`src/rtl/ux607_axi_sram_ctrl_pkg.sv`:
```
// ---------------------------------------------------------------------------
// ux607_axi_sram_ctrl_pkg
// Shared encodings for the AXI-to-SRAM bridge: AXI burst types, AXI response
// codes, the bridge FSM state enum and a helper that says whether a burst
// length is a legal WRAP length.
// No ports (package).
// ---------------------------------------------------------------------------
package ux607_axi_sram_ctrl_pkg;

    localparam logic [1:0] BURST_FIXED = 2'b00;
    localparam logic [1:0] BURST_INCR  = 2'b01;
    localparam logic [1:0] BURST_WRAP  = 2'b10;
    localparam logic [1:0] BURST_RSVD  = 2'b11;

    localparam logic [1:0] RESP_OKAY   = 2'b00;
    localparam logic [1:0] RESP_SLVERR = 2'b10;

    typedef enum logic [1:0] {
        ST_IDLE  = 2'd0,
        ST_WR    = 2'd1,
        ST_WRESP = 2'd2,
        ST_RD    = 2'd3
    } state_t;

    // WRAP windows are only defined for 2, 4, 8 and 16 beats.
    function automatic logic wrap_len_ok(input logic [7:0] len);
        return (len == 8'd1) || (len == 8'd3) || (len == 8'd7) || (len == 8'd15);
    endfunction

endpackage

```
`src/rtl/ux607_axi_sram_addr_gen.sv`:
```
// ---------------------------------------------------------------------------
// ux607_axi_sram_addr_gen
// Combinational next-word-address calculation for one AXI burst beat.
//   i_addr  : current SRAM word address
//   i_len   : AXI burst length (beats - 1)
//   i_burst : AXI burst type
//   o_next  : word address of the following beat
// FIXED holds the address, INCR and the reserved encoding add one modulo the
// SRAM depth. WRAP wraps inside an aligned (len+1)-word window only when the
// macro UX607_AXI_SRAM_CTRL_WRAP_EN is defined; otherwise WRAP behaves as INCR.
// ---------------------------------------------------------------------------
module ux607_axi_sram_addr_gen
    import ux607_axi_sram_ctrl_pkg::*;
#(
    parameter int RAM_AW = 12
) (
    input  logic [RAM_AW-1:0] i_addr,
    input  logic [7:0]        i_len,
    input  logic [1:0]        i_burst,
    output logic [RAM_AW-1:0] o_next
);

    logic [RAM_AW-1:0] w_incr;
    assign w_incr = i_addr + RAM_AW'(1);

`ifdef UX607_AXI_SRAM_CTRL_WRAP_EN
    // Legal wrap lengths are 2^n-1, so len itself is the in-window offset mask.
    logic [RAM_AW-1:0] w_mask;
    logic [RAM_AW-1:0] w_wrap;
    assign w_mask = RAM_AW'(i_len[3:0]);
    assign w_wrap = (i_addr & ~w_mask) | (w_incr & w_mask);

    always_comb begin
        o_next = w_incr;
        case (i_burst)
            BURST_FIXED: o_next = i_addr;
            BURST_WRAP:  o_next = wrap_len_ok(i_len) ? w_wrap : w_incr;
            BURST_INCR,
            BURST_RSVD:  o_next = w_incr;
            default:     o_next = w_incr;
        endcase
    end
`else
    logic w_len_unused;
    assign w_len_unused = ^i_len;

    always_comb begin
        o_next = w_incr;
        case (i_burst)
            BURST_FIXED: o_next = i_addr;
            BURST_INCR,
            BURST_WRAP,
            BURST_RSVD:  o_next = w_incr;
            default:     o_next = w_incr;
        endcase
    end
`endif

endmodule

```
`src/rtl/ux607_axi_sram_ctrl.sv`:
```
// ---------------------------------------------------------------------------
// ux607_axi_sram_ctrl
// AXI slave to single-port synchronous SRAM bridge. One burst is serviced at a
// time; simultaneous read/write requests are arbitrated round-robin (read
// first after reset). Reads use a 2-entry return buffer so R back-pressure
// never loses data while still sustaining one beat per cycle.
// Ports:
//   clk, rst_n            : clock, asynchronous active-low reset
//   axi_ar* / axi_aw*     : read / write address channels
//   axi_w*                : write data channel (full-width beats, wstrb masks)
//   axi_b*                : write response channel
//   axi_r*                : read data channel
//   ram_cs/we/addr/wem/din: SRAM request, ram_dout valid one cycle after a read
// Optional feature: define UX607_AXI_SRAM_CTRL_WRAP_EN for real WRAP bursts.
// ---------------------------------------------------------------------------
module ux607_axi_sram_ctrl
    import ux607_axi_sram_ctrl_pkg::*;
#(
    parameter int AW     = 32,
    parameter int DW     = 64,
    parameter int ID_W   = 4,
    parameter int RAM_AW = 12
) (
    input  logic              clk,
    input  logic              rst_n,
    input  logic              axi_arvalid,
    output logic              axi_arready,
    input  logic [ID_W-1:0]   axi_arid,
    input  logic [AW-1:0]     axi_araddr,
    input  logic [7:0]        axi_arlen,
    input  logic [1:0]        axi_arburst,
    input  logic              axi_awvalid,
    output logic              axi_awready,
    input  logic [ID_W-1:0]   axi_awid,
    input  logic [AW-1:0]     axi_awaddr,
    input  logic [7:0]        axi_awlen,
    input  logic [1:0]        axi_awburst,
    input  logic              axi_wvalid,
    output logic              axi_wready,
    input  logic [DW-1:0]     axi_wdata,
    input  logic [DW/8-1:0]   axi_wstrb,
    input  logic              axi_wlast,
    output logic              axi_bvalid,
    input  logic              axi_bready,
    output logic [ID_W-1:0]   axi_bid,
    output logic [1:0]        axi_bresp,
    output logic              axi_rvalid,
    input  logic              axi_rready,
    output logic [ID_W-1:0]   axi_rid,
    output logic [DW-1:0]     axi_rdata,
    output logic [1:0]        axi_rresp,
    output logic              axi_rlast,
    output logic              ram_cs,
    output logic              ram_we,
    output logic [RAM_AW-1:0] ram_addr,
    output logic [DW/8-1:0]   ram_wem,
    output logic [DW-1:0]     ram_din,
    input  logic [DW-1:0]     ram_dout
);

    localparam int NB  = DW / 8;
    localparam int LSB = $clog2(NB);

    state_t            r_state;
    logic              r_ready_en;
    logic              r_last_rd;
    logic [ID_W-1:0]   r_id;
    logic [RAM_AW-1:0] r_addr;
    logic [7:0]        r_len;
    logic [1:0]        r_burst;
    logic [8:0]        r_wcnt;
    logic [1:0]        r_bresp;
    logic [8:0]        r_rd_iss;
    logic [7:0]        r_rd_beat;
    logic              r_inflight;
    logic [1:0]        r_cnt;
    logic              r_wptr;
    logic              r_rptr;
    logic [DW-1:0]     r_buf [2];

    logic              w_grant_rd;
    logic              w_grant_wr;
    logic              w_wbeat;
    logic              w_rd_issue;
    logic              w_rpop;
    logic              w_push_store;
    logic              w_pop_buf;
    logic              w_rlast;
    logic [RAM_AW-1:0] w_next_addr;
    logic              w_addr_unused;

    assign w_addr_unused = ^{axi_araddr[LSB-1:0], axi_araddr[AW-1:RAM_AW+LSB],
                             axi_awaddr[LSB-1:0], axi_awaddr[AW-1:RAM_AW+LSB]};

    // Round-robin: on a tie, read wins unless the previous grant was a read.
    assign w_grant_rd = axi_arvalid && (!axi_awvalid || !r_last_rd);
    assign w_grant_wr = axi_awvalid && !w_grant_rd;

    // r_ready_en keeps both address channels closed while reset is asserted.
    assign axi_arready = r_ready_en && (r_state == ST_IDLE) && w_grant_rd;
    assign axi_awready = r_ready_en && (r_state == ST_IDLE) && w_grant_wr;

    assign axi_wready  = (r_state == ST_WR);
    assign w_wbeat     = (r_state == ST_WR) && axi_wvalid;

    assign axi_bvalid  = (r_state == ST_WRESP);
    assign axi_bid     = r_id;
    assign axi_bresp   = r_bresp;

    // A read may issue only while buffered + in-flight beats stay below two,
    // so every returning word always has a buffer slot even under rready=0.
    assign w_rd_issue  = (r_state == ST_RD) && (r_rd_iss <= {1'b0, r_len}) &&
                         ((r_cnt + {1'b0, r_inflight}) < 2'd2);

    // The oldest beat is the buffer head; with an empty buffer the word
    // arriving from the SRAM is presented directly (zero-bubble path).
    assign axi_rvalid  = (r_cnt != 2'd0) || r_inflight;
    assign axi_rdata   = (r_cnt != 2'd0) ? r_buf[r_rptr] : ram_dout;
    assign axi_rid     = r_id;
    assign axi_rresp   = RESP_OKAY;
    assign w_rlast     = (r_rd_beat == r_len);
    assign axi_rlast   = w_rlast;
    assign w_rpop      = axi_rvalid && axi_rready;
    assign w_push_store = r_inflight && !((r_cnt == 2'd0) && w_rpop);
    assign w_pop_buf   = w_rpop && (r_cnt != 2'd0);

    assign ram_cs      = w_wbeat || w_rd_issue;
    assign ram_we      = w_wbeat;
    assign ram_addr    = r_addr;
    assign ram_wem     = w_wbeat ? axi_wstrb : '0;
    assign ram_din     = w_wbeat ? axi_wdata : '0;

    ux607_axi_sram_addr_gen #(
        .RAM_AW (RAM_AW)
    ) u_addr_gen (
        .i_addr  (r_addr),
        .i_len   (r_len),
        .i_burst (r_burst),
        .o_next  (w_next_addr)
    );

    always_ff @(posedge clk or negedge rst_n) begin
        if (!rst_n) begin
            r_state    <= ST_IDLE;
            r_ready_en <= 1'b0;
            r_last_rd  <= 1'b0;
            r_id       <= '0;
            r_addr     <= '0;
            r_len      <= '0;
            r_burst    <= BURST_INCR;
            r_wcnt     <= '0;
            r_bresp    <= RESP_OKAY;
            r_rd_iss   <= '0;
            r_rd_beat  <= '0;
            r_inflight <= 1'b0;
            r_cnt      <= '0;
            r_wptr     <= 1'b0;
            r_rptr     <= 1'b0;
        end else begin
            r_ready_en <= 1'b1;
            case (r_state)
                ST_IDLE: begin
                    if (axi_arready) begin
                        r_id      <= axi_arid;
                        r_addr    <= axi_araddr[RAM_AW+LSB-1:LSB];
                        r_len     <= axi_arlen;
                        r_burst   <= axi_arburst;
                        r_rd_iss  <= '0;
                        r_rd_beat <= '0;
                        r_last_rd <= 1'b1;
                        r_state   <= ST_RD;
                    end else if (axi_awready) begin
                        r_id      <= axi_awid;
                        r_addr    <= axi_awaddr[RAM_AW+LSB-1:LSB];
                        r_len     <= axi_awlen;
                        r_burst   <= axi_awburst;
                        r_wcnt    <= '0;
                        r_last_rd <= 1'b0;
                        r_state   <= ST_WR;
                    end
                end
                ST_WR: begin
                    if (w_wbeat) begin
                        r_addr <= w_next_addr;
                        r_wcnt <= r_wcnt + 9'd1;
                        if (axi_wlast) begin
                            // r_wcnt counts beats before this one.
                            r_bresp <= (r_wcnt == {1'b0, r_len}) ? RESP_OKAY : RESP_SLVERR;
                            r_state <= ST_WRESP;
                        end
                    end
                end
                ST_WRESP: begin
                    if (axi_bready) begin
                        r_state <= ST_IDLE;
                    end
                end
                ST_RD: begin
                    if (w_rd_issue) begin
                        r_addr   <= w_next_addr;
                        r_rd_iss <= r_rd_iss + 9'd1;
                    end
                    if (w_rpop) begin
                        r_rd_beat <= r_rd_beat + 8'd1;
                        if (w_rlast) begin
                            r_state <= ST_IDLE;
                        end
                    end
                end
                default: r_state <= ST_IDLE;
            endcase

            r_inflight <= w_rd_issue;
            if (w_push_store) begin
                r_wptr <= ~r_wptr;
            end
            if (w_pop_buf) begin
                r_rptr <= ~r_rptr;
            end
            case ({w_push_store, w_pop_buf})
                2'b10:   r_cnt <= r_cnt + 2'd1;
                2'b01:   r_cnt <= r_cnt - 2'd1;
                default: r_cnt <= r_cnt;
            endcase
        end
    end

    always_ff @(posedge clk) begin
        if (w_push_store) begin
            r_buf[r_wptr] <= ram_dout;
        end
    end

endmodule

```
`config.mk`:
```
export PLATFORM = sky130hd
export DESIGN_NAME = ux607_axi_sram_ctrl
export DESIGN_NICKNAME = d
export VERILOG_FILES = /design/src/rtl/ux607_axi_sram_ctrl_pkg.sv /design/src/rtl/ux607_axi_sram_addr_gen.sv /design/src/rtl/ux607_axi_sram_ctrl.sv
export SDC_FILE = /design/constraint.sdc
export NUM_CORES = 1
export LEC_CHECK = 0
export BUFFER_PORTS_ARGS = -buffer_cell sky130_fd_sc_hd__buf_2
export CELL_PAD_IN_SITES_DETAIL_PLACEMENT = 1
export CELL_PAD_IN_SITES_GLOBAL_PLACEMENT = 2
export CORE_ASPECT_RATIO = 1.75
export CORE_MARGIN = 4
export CORE_UTILIZATION = 26
export DETAILED_ROUTE_END_ITERATION = 8
export PLACE_DENSITY_LB_ADDON = 0.1
export SYNTH_ARGS = -nofsm -noshare
export SYNTH_HDL_FRONTEND = slang
export SYNTH_HIERARCHICAL = 1
export SYNTH_SLANG_ARGS = --single-unit
```
`constraint.sdc`:
```
create_clock -name clk -period 4.1 [get_ports clk]
set_input_delay 0.41 -clock clk [delete_from_list [all_inputs] [get_ports clk]]
set_output_delay 0.41 -clock clk [all_outputs]
set_load 0.01 [all_outputs]
```
**After elaboration in Yosys (flattened, before gate mapping)**

Memories as Yosys holds them, arrays and structs flattened.
Index checks and enable logic that the tools add are counted.

- Input bits: 236
- Latch bits: 0
- RAM bits: 128
- Register bits: 63
- Output and inout port bits: 168
- Bits in read-only memories: 0
- Memories: 1

Memories:

| name | depth | bits a word | read ports | clocked after Yosys merged registers in | write ports | line | source |
|---|---|---|---|---|---|---|---|
| r_buf | 2 | 64 | 1 | 0 | 1 | ux607_axi_sram_ctrl.sv:79 | `logic [DW-1:0] r_buf [2];` |

- Eq/ne operators: 20
- Shifts and indexed selects: 0
- Divide/modulo/power cells: 0
- $mul: 0
- Reductions and logical operators: 36
- Muxes and demuxes: 39
- Bitwise gates (word level): 2
- Order comparisons: 2
- Add/subtract/negate cells: 7

Operator list:

| cell | number |
|---|---|
| 64-bit 2-to-1 mux | 2 |
| 12-bit 2-to-1 mux | 4 |
| 9-bit 2-to-1 mux | 5 |
| 8-bit 2-to-1 mux | 5 |
| 12-bit one-hot mux with 3 select lines | 1 |
| 9-bit one-hot mux with 2 select lines | 2 |
| 12-bit one-hot mux with 2 select lines | 1 |
| 2-bit 2-to-1 mux | 10 |
| 9-bit by 1-bit adder with 9-bit output, second input constant | 2 |
| 8-bit one-hot mux with 2 select lines | 1 |
| 12-bit by 1-bit adder with 12-bit output, second input constant | 1 |
| 1-bit logical AND | 12 |
| 2-bit != test, second input constant | 6 |
| 2-bit == test, second input constant | 5 |
| 2-bit nonzero test | 5 |
| 9-bit by 8-bit == test with 1-bit output | 1 |
| 9-bit by 8-bit <= comparator with 1-bit output | 1 |
| 3-bit AND reduction | 3 |
| 8-bit by 1-bit adder with 8-bit output, second input constant | 1 |
| 8-bit == test | 1 |
| 4-bit 2-to-1 mux | 2 |
| 2-bit one-hot mux with 4 select lines | 1 |
| 4-bit AND reduction | 2 |
| 2-bit by 1-bit == test with 1-bit output, second input constant | 3 |
| other kinds (16) | 29 |

**Longest topological paths before layout**

Gate-level depths: netlist (run 1).

- Word-level depth: 9
- Depth in mapped cells: 8
- Gate-level depth less buffers: 7

**By module**

The synthesis (run 1) kept the hierarchy.

Modules (own cells, without submodules):

| module | cells each | area each (um^2) | seq. area each (um^2) | times used |
|---|---|---|---|---|
| ux607_axi_sram_ctrl | 800 | 9242.6 | 5396.4 | 1 |
| ux607_axi_sram_addr_gen | 33 | 266.5 | 0.0 | 1 |

**Least setup slack after synthesis (run 1)**

Ideal clock, no wire load.

- Path kind: reg-to-reg
- Start point: reg r_cnt[0]
- End point: mem r_buf[0][0] (enable)
- Slack: 0.175 ns
- Period minus slack after synthesis: 3.925 ns
- Path buffers: 0
- Library setup time: 0.487 ns
- Arrival: 3.438 ns
- Stages on the path, launching flop included: 4
- Required time: 3.613 ns
- Path through: dfrtp_1 > or2_2 > o21ai_0 > nor2_1

- Word-level cells in the longest chain between the ends: 8
- Elaborated cells on any way between the ends: 9
- Those cells by class: 2 x mux; 7 x reduce/logical

Ends and longest elaborated chain:

| what | line | source |
|---|---|---|
| start: declaration | ux607_axi_sram_ctrl.sv:76 | `logic [1:0] r_cnt;` |
| start signal: assignment | ux607_axi_sram_ctrl.sv:221 | `2'b10: r_cnt <= r_cnt + 2'd1;` |
| start signal: assignment | ux607_axi_sram_ctrl.sv:222 | `2'b01: r_cnt <= r_cnt - 2'd1;` |
| start signal: assignment | ux607_axi_sram_ctrl.sv:223 | `default: r_cnt <= r_cnt;` |
| 2-bit nonzero test | ux607_axi_sram_ctrl.sv:117 | `assign axi_rvalid = (r_cnt != 2'd0) \|\| r_inflight;` |
| 1-bit logical OR | ux607_axi_sram_ctrl.sv:117 |  |
| 1-bit logical AND | ux607_axi_sram_ctrl.sv:123 | `assign w_rpop = axi_rvalid && axi_rready;` |
| 1-bit logical AND (*) | ux607_axi_sram_ctrl.sv:124 | `assign w_push_store = r_inflight && !((r_cnt == 2'd0) && w_rpop);` |
| 1-bit logical NOT (*) | ux607_axi_sram_ctrl.sv:124 |  |
| 1-bit logical AND (*) | ux607_axi_sram_ctrl.sv:124 |  |
| 1-bit 2-to-1 mux (*) | ux607_axi_sram_ctrl.sv:229 | `if (w_push_store) begin` |
| 1-bit 2-to-1 mux (not written as such) (*) | ux607_axi_sram_ctrl.sv:230 | `r_buf[r_wptr] <= ram_dout;` |
| end: declaration | ux607_axi_sram_ctrl.sv:79 |  |

Mark *: on every way between the ends. The rest lies on a longest branch, timed or not.

**Worst setup path in the final report (run 1)**

- Start point: reg r_state[0]
- End point: out ram_din[9]

- Word-level cells in the longest chain between the ends: 3

Ends and longest elaborated chain:

| what | line | source |
|---|---|---|
| start: declaration | ux607_axi_sram_ctrl.sv:64 | `state_t r_state;` |
| start signal: assignment | ux607_axi_sram_ctrl.sv:144 | `r_state <= ST_IDLE;` |
| start signal: assignment | ux607_axi_sram_ctrl.sv:171 | `r_state <= ST_RD;` |
| start signal: assignment | ux607_axi_sram_ctrl.sv:179 | `r_state <= ST_WR;` |
| 2-bit by 1-bit == test with 1-bit output | ux607_axi_sram_ctrl.sv:104 | `assign w_wbeat = (r_state == ST_WR) && axi_wvalid;` |
| 1-bit logical AND | ux607_axi_sram_ctrl.sv:104 |  |
| 64-bit 2-to-1 mux | ux607_axi_sram_ctrl.sv:131 | `assign ram_din = w_wbeat ? axi_wdata : '0;` |
| end: declaration | ux607_axi_sram_ctrl.sv:57 | `output logic [DW-1:0] ram_din,` |

No other way between the ends.

==> results.py, run 1 <==
metrics = {
    "outcome": {
        "status": "complete, no violations",
    },
    "worst_hold_path": {
        "hold_class": "in -> async",
    },
    "finish": {
        "layout.area.seq_um2": 5400,
        "filler_cell_count": 4160,
        "finalNetCount": 1424,
        "areaGrowthSynthToFinish_pct": 30.62,
        "final_common_cell": "sky130_fd_sc_hd__buf_2",
        "fin_cells": 1660,
        "fin_area_um2": 12420,
        "final_layout_size_suffix_gt1_share_pct": 36.95,
        "multiInputGateArea_um2": 3827,
        "mostFrequentLayoutCells": "sky130_fd_sc_hd__buf_2 (360), sky130_fd_sc_hd__edfxtp_1 (128), sky130_fd_sc_hd__nor2_1 (100)",
        "final_core_utilization_pct": 34.47,
    },
    "global_route": {
        "grt_usage_pct": 15.34,
        "grt_pass1_vias": 7924,
        "met3_routing_resource_usage_after_global_routing_pct": 3.786,
        "grt_antenna_before_repair": 2,
        "grt_most_used_layer": "met2",
        "use_met1_pct": 17.38,
        "groute.layer.met2.usage_pct": 27.94,
        "largest_net_degree_at_the_start_of_global_routing": 101,
        "grt_first_pass_wirelength_mm": 47.78,
        "grt_remaining_overflow": 0,
    },
    "setup_path": {
        "critical_path_class": "reg -> out",
        "nature_of_the_critical_path_endpoint": "primary output",
        "timing.reg2reg.setup_slack_ps": 1390,
        "worstPathArrival_ps": 2790,
        "worstSetupStartpoint": "r_state[0]$_DFFE_PN0P_",
        "worstPathMaxFanout": 66,
        "critical_path.startpoint_type": "register",
        "regToRegStartpoint": "r_state[0]$_DFFE_PN0P_",
        "rr_endpoint": "r_wcnt[6]$_DFFE_PN0P_",
        "cp_data_required_time_ps": 3690,
        "worst-r2r-cell-count": 8,
    },
    "placement": {
        "post_dp_cell_area_um2": 11810,
        "dp_worst_slack_ps": 1326,
        "portBuffers": 360,
        "globalplace.congestion": 0.7557,
        "dp.cells": 1626,
        "detailed_place_hpwl_mm": 23.78,
    },
    "job": {
        "cap_viol_max_count": 0,
    },
    "routing": {
        "detail-route-antenna-nets": 0,
        "vias_per_std_cell": 4.499,
        "detail_route.wirelength_mm": 31.16,
        "drt-initial-drc-count": 221,
        "detailedRoute.firstPassIterationCount": 4,
        "route.detailed.wl_per_inst_um": 18.77,
        "route.detailed.drc": 0,
        "vias": 7469,
    },
    "timing": {
        "setup-violations-final": 0,
        "fin_worst_skew_ps": 13.09,
        "timing.final.crit_share_pct": 77.93,
        "setup_slack_ps": 904.9,
        "final_hold_viol_count": 0,
        "actual_slew_at_the_worst_max_slew_pin_ps": 1051,
        "final-max-slew-violation-count": 0,
        "grt_setup_unrepaired": "no",
        "fin_crit_ps": 3195,
        "fmax_mhz": 313.0,
        "timing.setup.tns_ps": 0,
        "slew_headroom_pct": 29.94,
    },
    "clock_tree": {
        "h-tree-depth": 4,
        "cts.root.buffer_cell": "sky130_fd_sc_hd__clkbuf_16",
        "cts.repair_timing.setup_buffer_count": 0,
        "clk-insertion-delay-late_ps": 440,
        "tritoncts": "done",
        "clock_sinks": 190,
        "postCtsResizedCells": 0,
        "cts_inserted_buffers": 17,
        "clockBufferDepth": 2,
        "cts_hold_repair.buffers": 0,
        "worst_setup_hold_path_clk_slew_ps": 80,
    },
    "synthesis": {
        "netlist_area_um2": 9509,
        "ys_dominant_reg_cell": "sky130_fd_sc_hd__edfxtp_1",
        "yosysWarningCount": 6,
        "netlist_instances": 833,
        "synth-edff-count": 128,
        "distinct_cells_synth": 56,
        "synth_sequential_area_ratio_pct": 56.75,
        "ys_seq_elements": 190,
        "synth_area_per_cell_um2": 11.42,
        "ys_async_sr_fraction_pct": 32.63,
    },
    "die": {
        "chipHeight_um": 261.0,
        "rows": 92,
        "die_area_um2": 39820,
        "ios": 404,
        "placeableCoreArea_um2": 36030,
        "chipWidth_um": 152.6,
        "start_util_pct": 26.39,
    },
    "power": {
        "vdd_drop_max_mv": 0.2792,
        "p_leak_nw": 5.568,
        "cellPowerDensity_nw_per_um2": 655.1,
    },
}
==> worst max-delay path: stages, from the launching register on <==
cell and delay (ps):
sky130_fd_sc_hd__dfrtp_1 870, sky130_fd_sc_hd__nand2_1 140, sky130_fd_sc_hd__or2_2 360, sky130_fd_sc_hd__inv_1 340
sky130_fd_sc_hd__buf_12 280, sky130_fd_sc_hd__and2_1 160, sky130_fd_sc_hd__buf_2 170
==> metal layers <==
metal / vias to the layer above / wire length, um
met5: - / 0
met3: 34 / 1576
met1: 3582 / 12150
met4: 0 / 714
met2: 203 / 16720
li1: 3650 / -
==> worst max-delay path by stage <==
stage | to | slack [ps] | depth (start not counted)
2_1_floorplan | r_buf[0][0]$_DFFE_PP_ | 180 | 3
3_3_place_gp | ram_din[9] | 1320 | 6
3_5_place_dp | ram_wem[4] | 1330 | 6
4_1_cts | ram_wem[4] | 810 | 6
5_1_grt | ram_din[9] | 630 | 6
6_report | ram_din[9] | 900 | 6
==> per-stage QoR <==
stage | power [mW] | hold slack [ps]
after detailed placement | 6.619 | 488.8
final | 8.137 | 34.39
after floorplan | 5.166 | 114.4
after CTS | 8.364 | 45.90
after global placement | 6.581 | 487.9
after global routing | 8.772 | 80.40
==> where the power goes <==
group	internal (mW)	switching, mW	total (mW)
clock	0.832	0.857	1.69
sequential	2.45	0.524	2.97
combinational	1.55	1.93	3.48
==> sequential cells by signal (all words and copies together), names as in the netlist <==
register / flops
r_burst: 2
r_wptr: 1
r_buf: 128
r_inflight: 1
r_rd_iss: 9
r_ready_en: 1
r_rptr: 1
r_state: 2
r_len: 8
axi_bresp: 1
axi_bid: 4
r_last_rd: 1
r_cnt: 2
r_wcnt: 9
r_rd_beat: 8
ram_addr: 12
==> final cells by class <==
type,count,area share (%)
Inverter,17,0.5137
Clock inverter,15,1.461
Timing Repair Buffer,372,15.53
Clock buffer,17,3.425
Antenna cell,2,0.04029
Multi-Input combinational cell,577,30.81
Sequential cell,190,43.48
Tap cell,470,4.735
==> Yosys cell counts, drive strengths merged, types with 19 or more instances <==
master | instances | area (um2)
dfrtp | 61 | 1526
edfxtp | 128 | 3844
and2 | 73 | 456.7
clkbuf | 28 | 105.1
nand2 | 58 | 217.7
mux2i | 66 | 660.6
xnor2 | 26 | 227.7
xor2 | 19 | 166.4
nor2 | 104 | 395.4
a21oi | 76 | 384.1
buf | 23 | 141.4
==> cell families (layout without fill, tap and decap cells) <==
family	Yosys count	after routing	share of synthesized area, %
adders and majority gates	13	13	1.711
muxes	80	80	9.000
AOI/OAI and AO/OA	134	134	8.934
DFF	190	190	56.75
buffers and inverters	68	421	3.263
xor gates and xnor gates	45	45	4.145
and+or+nand+nor	301	301	16.12
other	2	6	0.07898
No activity file was read; power rests on OpenSTA's default activity.
==> run 2: changes to the inputs <==
--- a/config.mk
+++ b/config.mk
@@ -10,7 +10,7 @@
 export CELL_PAD_IN_SITES_GLOBAL_PLACEMENT = 2
 export CORE_ASPECT_RATIO = 1.75
 export CORE_MARGIN = 4
-export CORE_UTILIZATION = 26
+export CORE_UTILIZATION = 29
 export DETAILED_ROUTE_END_ITERATION = 8
 export PLACE_DENSITY_LB_ADDON = 0.1
 export SYNTH_ARGS = -nofsm -noshare
==> constraint.sdc (replaced) <==
create_clock -name clk -period 3.13 [get_ports clk]
set_input_delay 0.313 -clock clk [delete_from_list [all_inputs] [get_ports clk]]
set_output_delay 0.313 -clock clk [all_outputs]
set_load 0.01 [all_outputs]
==> results.py, run 2 (synthesis gave the netlist of run 1 again) <==
metrics = {
    "outcome": {
        "status": "complete, no violations",
    },
    "clock_tree": {
        "h-tree-depth": 4,
        "worst_setup_hold_path_clk_slew_ps": 80,
        "clockBufferDepth": 2,
        "cts.root.buffer_cell": "sky130_fd_sc_hd__clkbuf_16",
        "clk-insertion-delay-late_ps": 450,
        "cts_inserted_buffers": 17,
        "clock_sinks": 190,
        "postCtsResizedCells": 0,
        "tritoncts": "done",
    },
    "timing": {
        "fin_crit_ps": 2900,
        "grt_setup_unrepaired": "no",
        "fin_worst_skew_ps": 13.48,
        "setup-violations-final": 0,
        "fin_hold_ws_ps": 64.40,
        "final-max-slew-violation-count": 0,
        "slew_headroom_pct": 37.08,
        "fmax_mhz": 344.9,
        "setup_slack_ps": 230.3,
        "actual_slew_at_the_worst_max_slew_pin_ps": 933.9,
        "timing.final.crit_share_pct": 92.64,
        "final_hold_viol_count": 0,
    },
    "setup_path": {
        "nature_of_the_critical_path_endpoint": "primary output",
        "worstPathMaxFanout": 7,
        "worstPathArrival_ps": 2590,
        "cp_data_required_time_ps": 2820,
        "critical_path.startpoint_type": "register",
        "critical_path_class": "reg -> out",
    },
    "routing": {
        "route.detailed.drc": 0,
        "detailedRoute.firstPassIterationCount": 4,
        "vias_per_std_cell": 4.742,
        "vias": 7564,
        "detail-route-antenna-nets": 0,
        "route.detailed.wl_per_inst_um": 18.87,
        "detail_route.wirelength_mm": 30.10,
        "drt-initial-drc-count": 280,
    },
    "die": {
        "start_util_pct": 29.41,
        "die_area_um2": 35870,
        "rows": 87,
        "placeableCoreArea_um2": 32330,
        "chipHeight_um": 247.5,
        "ios": 404,
        "chipWidth_um": 144.9,
    },
    "power": {
        "cellPowerDensity_nw_per_um2": 858.1,
        "report.power.total_mw": 10.61,
        "vdd_drop_max_mv": 0.4860,
        "p_leak_nw": 5.590,
    },
    "placement": {
        "detailed_place_hpwl_mm": 23.13,
        "portBuffers": 360,
        "dp.cells": 1561,
        "dp_worst_slack_ps": 620.2,
        "globalplace.congestion": 0.7570,
    },
    "finish": {
        "largest_register": "r_buf",
        "final_common_cell": "sky130_fd_sc_hd__buf_2",
        "max_reg_flops": 128,
        "final_layout_size_suffix_gt1_share_pct": 37.13,
        "final_core_utilization_pct": 38.25,
        "areaGrowthSynthToFinish_pct": 30.04,
        "finalNetCount": 1430,
        "mostFrequentLayoutCells": "sky130_fd_sc_hd__buf_2 (360), sky130_fd_sc_hd__edfxtp_1 (128), sky130_fd_sc_hd__nor2_1 (100)",
        "fin_cells": 1595,
    },
    "global_route": {
        "grt_antenna_before_repair": 2,
        "grt_pass1_vias": 7958,
        "grt_remaining_overflow": 0,
        "grt_usage_pct": 16.43,
        "largest_net_degree_at_the_start_of_global_routing": 75,
        "grt_first_pass_wirelength_mm": 45.20,
    },
    "worst_hold_path": {
        "hold_class": "in -> reg",
    },
    "job": {
        "cap_viol_max_count": 0,
    },
}
## run 2: layout make-up
cell class	count	area, um2
Inverter	17	63.81
Antenna cell	2	5.005
Sequential cell	190	5400
Clock inverter	14	141.4
Multi-Input combinational cell	577	3827
Clock buffer	17	425.4
Tap cell	400	500.5
Fill cell	3675	19960
Timing Repair Buffer	378	2002
## run 2: per-stage QoR
step	cell area, um2	TNS, ps
after floorplan	9517	-101720
after global placement	11780	0
after detailed placement	11780	0
after CTS	12360	0
after global routing	12360	0
final	12370	0
## run 2: power breakdown
group          switching [mW]  total [mW]  leakage [nW]  internal, mW
Sequential              0.641        3.85          1.93          3.21
Combinational            2.56        4.63          3.38          2.07
Clock                    1.07        2.13         0.278          1.06
Total                    4.27        10.6          5.59          6.34
## run 2: path summary, 6_finish.rpt
kind | startpoint | endpoint | slack [ps] | cells after the start
min in group asynchronous | rst_n | axi_bid[0]$_DFFE_PN0P_ | 500 | 2
min reg2reg | r_last_rd$_DFFE_PN0P_ | r_last_rd$_DFFE_PN0P_ | 510 | 2
min | ram_dout[25] | r_buf[0][25]$_DFFE_PP_ | 60 | 1
max | r_len[1]$_DFFE_PN0P_ | ram_cs | 230 | 8
max reg2reg | r_len[1]$_DFFE_PN0P_ | ram_addr[7]$_DFFE_PN0P_ | 630 | 8
max in group asynchronous | rst_n | r_burst[0]$_DFFE_PN1P_ | 1920 | 3
## run 2: timing repair
item | CTS | global route
hold buffers | 1 | 0
setup buffers | 0 | 0
hold endpoints to repair | 30 | 0
## run 2: critical path: stages, from the launching register on
cell                      delay, ps
sky130_fd_sc_hd__dfrtp_1        460
sky130_fd_sc_hd__inv_1           70
sky130_fd_sc_hd__ha_1           290
sky130_fd_sc_hd__nand4_1        130
sky130_fd_sc_hd__o221a_1        280
sky130_fd_sc_hd__a211o_1        340
sky130_fd_sc_hd__nand2_1        310
sky130_fd_sc_hd__nand2_1        100
sky130_fd_sc_hd__buf_2          150
## run 2: metal layers
metal / GRT usage (%) / part of all wire, % / up-vias
li1: - / - / 3664
met1: 17.40 / 37 / 3654
met2: 30.90 / 55 / 217
met3: 4.627 / 6.6 / 27
met4: 5.025 / 1.6 / 2
met5: 0 / 0.023 / -
==> run 3: changes to the inputs <==
--- a/config.mk
+++ b/config.mk
@@ -15,5 +15,4 @@
 export PLACE_DENSITY_LB_ADDON = 0.1
 export SYNTH_ARGS = -nofsm -noshare
 export SYNTH_HDL_FRONTEND = slang
-export SYNTH_HIERARCHICAL = 1
 export SYNTH_SLANG_ARGS = --single-unit
==> results.py, run 3 <==
metrics = {
    "outcome": {
        "status": "complete, no violations",
    },
    "global_route": {
        "largest_net_degree_at_the_start_of_global_routing": 73,
        "grt_first_pass_wirelength_mm": 47.97,
        "grt_remaining_overflow": 0,
        "grt_antenna_before_repair": 4,
        "grt_usage_pct": 17.93,
        "grt_pass1_vias": 7911,
    },
    "finish": {
        "mostFrequentLayoutCells": "sky130_fd_sc_hd__buf_2 (360), sky130_fd_sc_hd__edfxtp_1 (128), sky130_fd_sc_hd__nor2_1 (98)",
        "final_core_utilization_pct": 38.19,
        "antenna_cells": 0,
        "finalNetCount": 1449,
        "final_layout_size_suffix_gt1_share_pct": 36.03,
        "largest_register": "r_buf",
        "max_reg_flops": 128,
        "areaGrowthSynthToFinish_pct": 30.47,
        "final_common_cell": "sky130_fd_sc_hd__buf_2",
    },
    "power": {
        "p_leak_nw": 5.466,
        "vdd_drop_max_mv": 0.3879,
        "report.power.total_mw": 10.37,
        "cellPowerDensity_nw_per_um2": 845.2,
    },
    "placement": {
        "detailed_place_hpwl_mm": 24.94,
        "globalplace.congestion": 0.8306,
        "dp_worst_slack_ps": 687.4,
        "portBuffers": 360,
    },
    "die": {
        "chipHeight_um": 246.2,
        "ios": 404,
        "placeableCoreArea_um2": 32110,
        "die_area_um2": 35470,
        "chipWidth_um": 144.1,
        "start_util_pct": 29.27,
        "rows": 87,
    },
    "setup_path": {
        "worstPathArrival_ps": 2490,
        "worstPathMaxFanout": 45,
        "nature_of_the_critical_path_endpoint": "primary output",
        "critical_path.startpoint_type": "register",
        "cp_data_required_time_ps": 2820,
        "critical_path_class": "reg -> out",
    },
    "synthesis": {
        "synth-edff-count": 128,
        "netlist_area_um2": 9400,
        "yosysMostFrequentCell": "sky130_fd_sc_hd__edfxtp_1",
        "synth_sequential_area_ratio_pct": 57.41,
        "netlist_instances": 853,
        "yosys.area.top_type_share_pct": 40.89,
        "ys_dominant_reg_cell": "sky130_fd_sc_hd__edfxtp_1",
        "yosysWarningCount": 0,
        "leading_post_synthesis_cells_by_cell_area": "sky130_fd_sc_hd__edfxtp_1 (41%), sky130_fd_sc_hd__dfrtp_1 (16%), sky130_fd_sc_hd__mux2i_1 (7.1%)",
        "post-synth-top-area-cell": "sky130_fd_sc_hd__edfxtp_1",
        "distinct_cells_synth": 63,
        "synth_area_per_cell_um2": 11.02,
        "ys_seq_elements": 190,
        "synth.top_cells.by_count": "sky130_fd_sc_hd__edfxtp_1 (128), sky130_fd_sc_hd__nor2_1 (100), sky130_fd_sc_hd__a21oi_1 (84)",
        "ys_async_sr_fraction_pct": 32.63,
    },
    "routing": {
        "route.detailed.drc": 0,
        "drt-initial-drc-count": 218,
        "vias": 7655,
        "detailedRoute.firstPassIterationCount": 4,
        "detail_route.wirelength_mm": 32.48,
        "detail-route-antenna-nets": 0,
        "vias_per_std_cell": 4.746,
        "route.detailed.wl_per_inst_um": 20.14,
    },
    "clock_tree": {
        "cts.root.buffer_cell": "sky130_fd_sc_hd__clkbuf_16",
        "clk-insertion-delay-late_ps": 450,
        "clock_sinks": 190,
        "clockBufferDepth": 2,
        "h-tree-depth": 4,
        "cts_inserted_buffers": 17,
        "tritoncts": "done",
        "postCtsResizedCells": 0,
        "worst_setup_hold_path_clk_slew_ps": 80,
    },
    "job": {
        "cap_viol_max_count": 0,
    },
    "worst_hold_path": {
        "hold_class": "in -> reg",
    },
    "timing": {
        "final_hold_viol_count": 0,
        "timing.final.crit_share_pct": 89.43,
        "setup-violations-final": 0,
        "slew_headroom_pct": 52.02,
        "actual_slew_at_the_worst_max_slew_pin_ps": 719.7,
        "fin_worst_skew_ps": 18.56,
        "fmax_mhz": 357.2,
        "fin_crit_ps": 2799,
        "timing.setup.tns_ps": 0,
        "setup_slack_ps": 330.8,
        "final-max-slew-violation-count": 0,
        "grt_setup_unrepaired": "no",
    },
}
run 3: power by group:
group          leakage (nW)  switching [mW]  internal, mW
sequential             1.93           0.524          3.18
combinational          3.26            2.65          1.88
clock                 0.276            1.07          1.06
total                  5.47            4.24          6.12
run 3: final timing paths:
check                                  startpoint  slack (ps)                 endpoint  cells past startpoint
setup / recovery           r_state[0]$_DFFE_PN0P_         330               ram_din[7]                      6
hold / removal                       ram_dout[57]          70   r_buf[1][57]$_DFFE_PP_                      1
setup reg to reg             r_len[4]$_DFFE_PN0P_         660  r_rd_iss[5]$_DFFE_PN0P_                      8
hold reg to reg            r_burst[0]$_DFFE_PN1P_         490   r_burst[0]$_DFFE_PN1P_                      2
max in group asynchronous                   rst_n        1710  r_rd_iss[6]$_DFFE_PN0P_                      4
min in group asynchronous                   rst_n         420    r_last_rd$_DFFE_PN0P_                      2
run 3: per-stage QoR:
step | instance area, um2 | std cells | hold WS [ps]
after floorplan | 9408 | 855 | 17.41
after detailed placement | 11680 | 1580 | 414.2
after CTS | 12260 | 1613 | 34.54
after global placement | 11680 | 1580 | 416.2
after global routing | 12260 | 1613 | 40.39
final | 12260 | 1613 | 68.98
run 3: what timing repair did:
| action | in CTS | in global routing |
|---|---|---|
| buffers inserted | 0 | 0 |
| hold buffers | 1 | 0 |
| hold endpoints to repair | 26 | 0 |
run 3: final cells by class:
cell class	instances	area, um2
Clock buffer	18	429.2
Tap cell	400	500.5
Inverter	22	83.83
Fill cell	3672	19850
Sequential cell	190	5400
Multi-Input combinational cell	588	3691
Clock inverter	14	147.6
Timing Repair Buffer	381	2012
run 3: worst max-delay path: stages, from the launching register on:
cell and delay, ps:
sky130_fd_sc_hd__dfrtp_1 430, sky130_fd_sc_hd__nand2_1 70, sky130_fd_sc_hd__or2_1 310, sky130_fd_sc_hd__clkinv_2 480, sky130_fd_sc_hd__buf_4 400, sky130_fd_sc_hd__and2_1 190
sky130_fd_sc_hd__buf_2 150
run 3: cell families after synthesis:
group	Yosys count	synth area share [%]
other	2	0.07989
buffers and inverters	77	3.647
AO/OA/AOI/OAI	153	9.996
AND/OR/NAND/NOR	315	16.60
adder cells (fa/ha/maj)	13	1.730
flip-flops	190	57.41
XOR/XNOR	34	3.168
multiplexers	69	7.374
run 3: metal layers:
layer	up-vias	wire (um)	track usage, %
li1	3722	-	-
met1	3649	12240	19.65
met2	244	16430	31.27
met3	32	3190	7.827
met4	8	568	4.961
met5	-	50	0
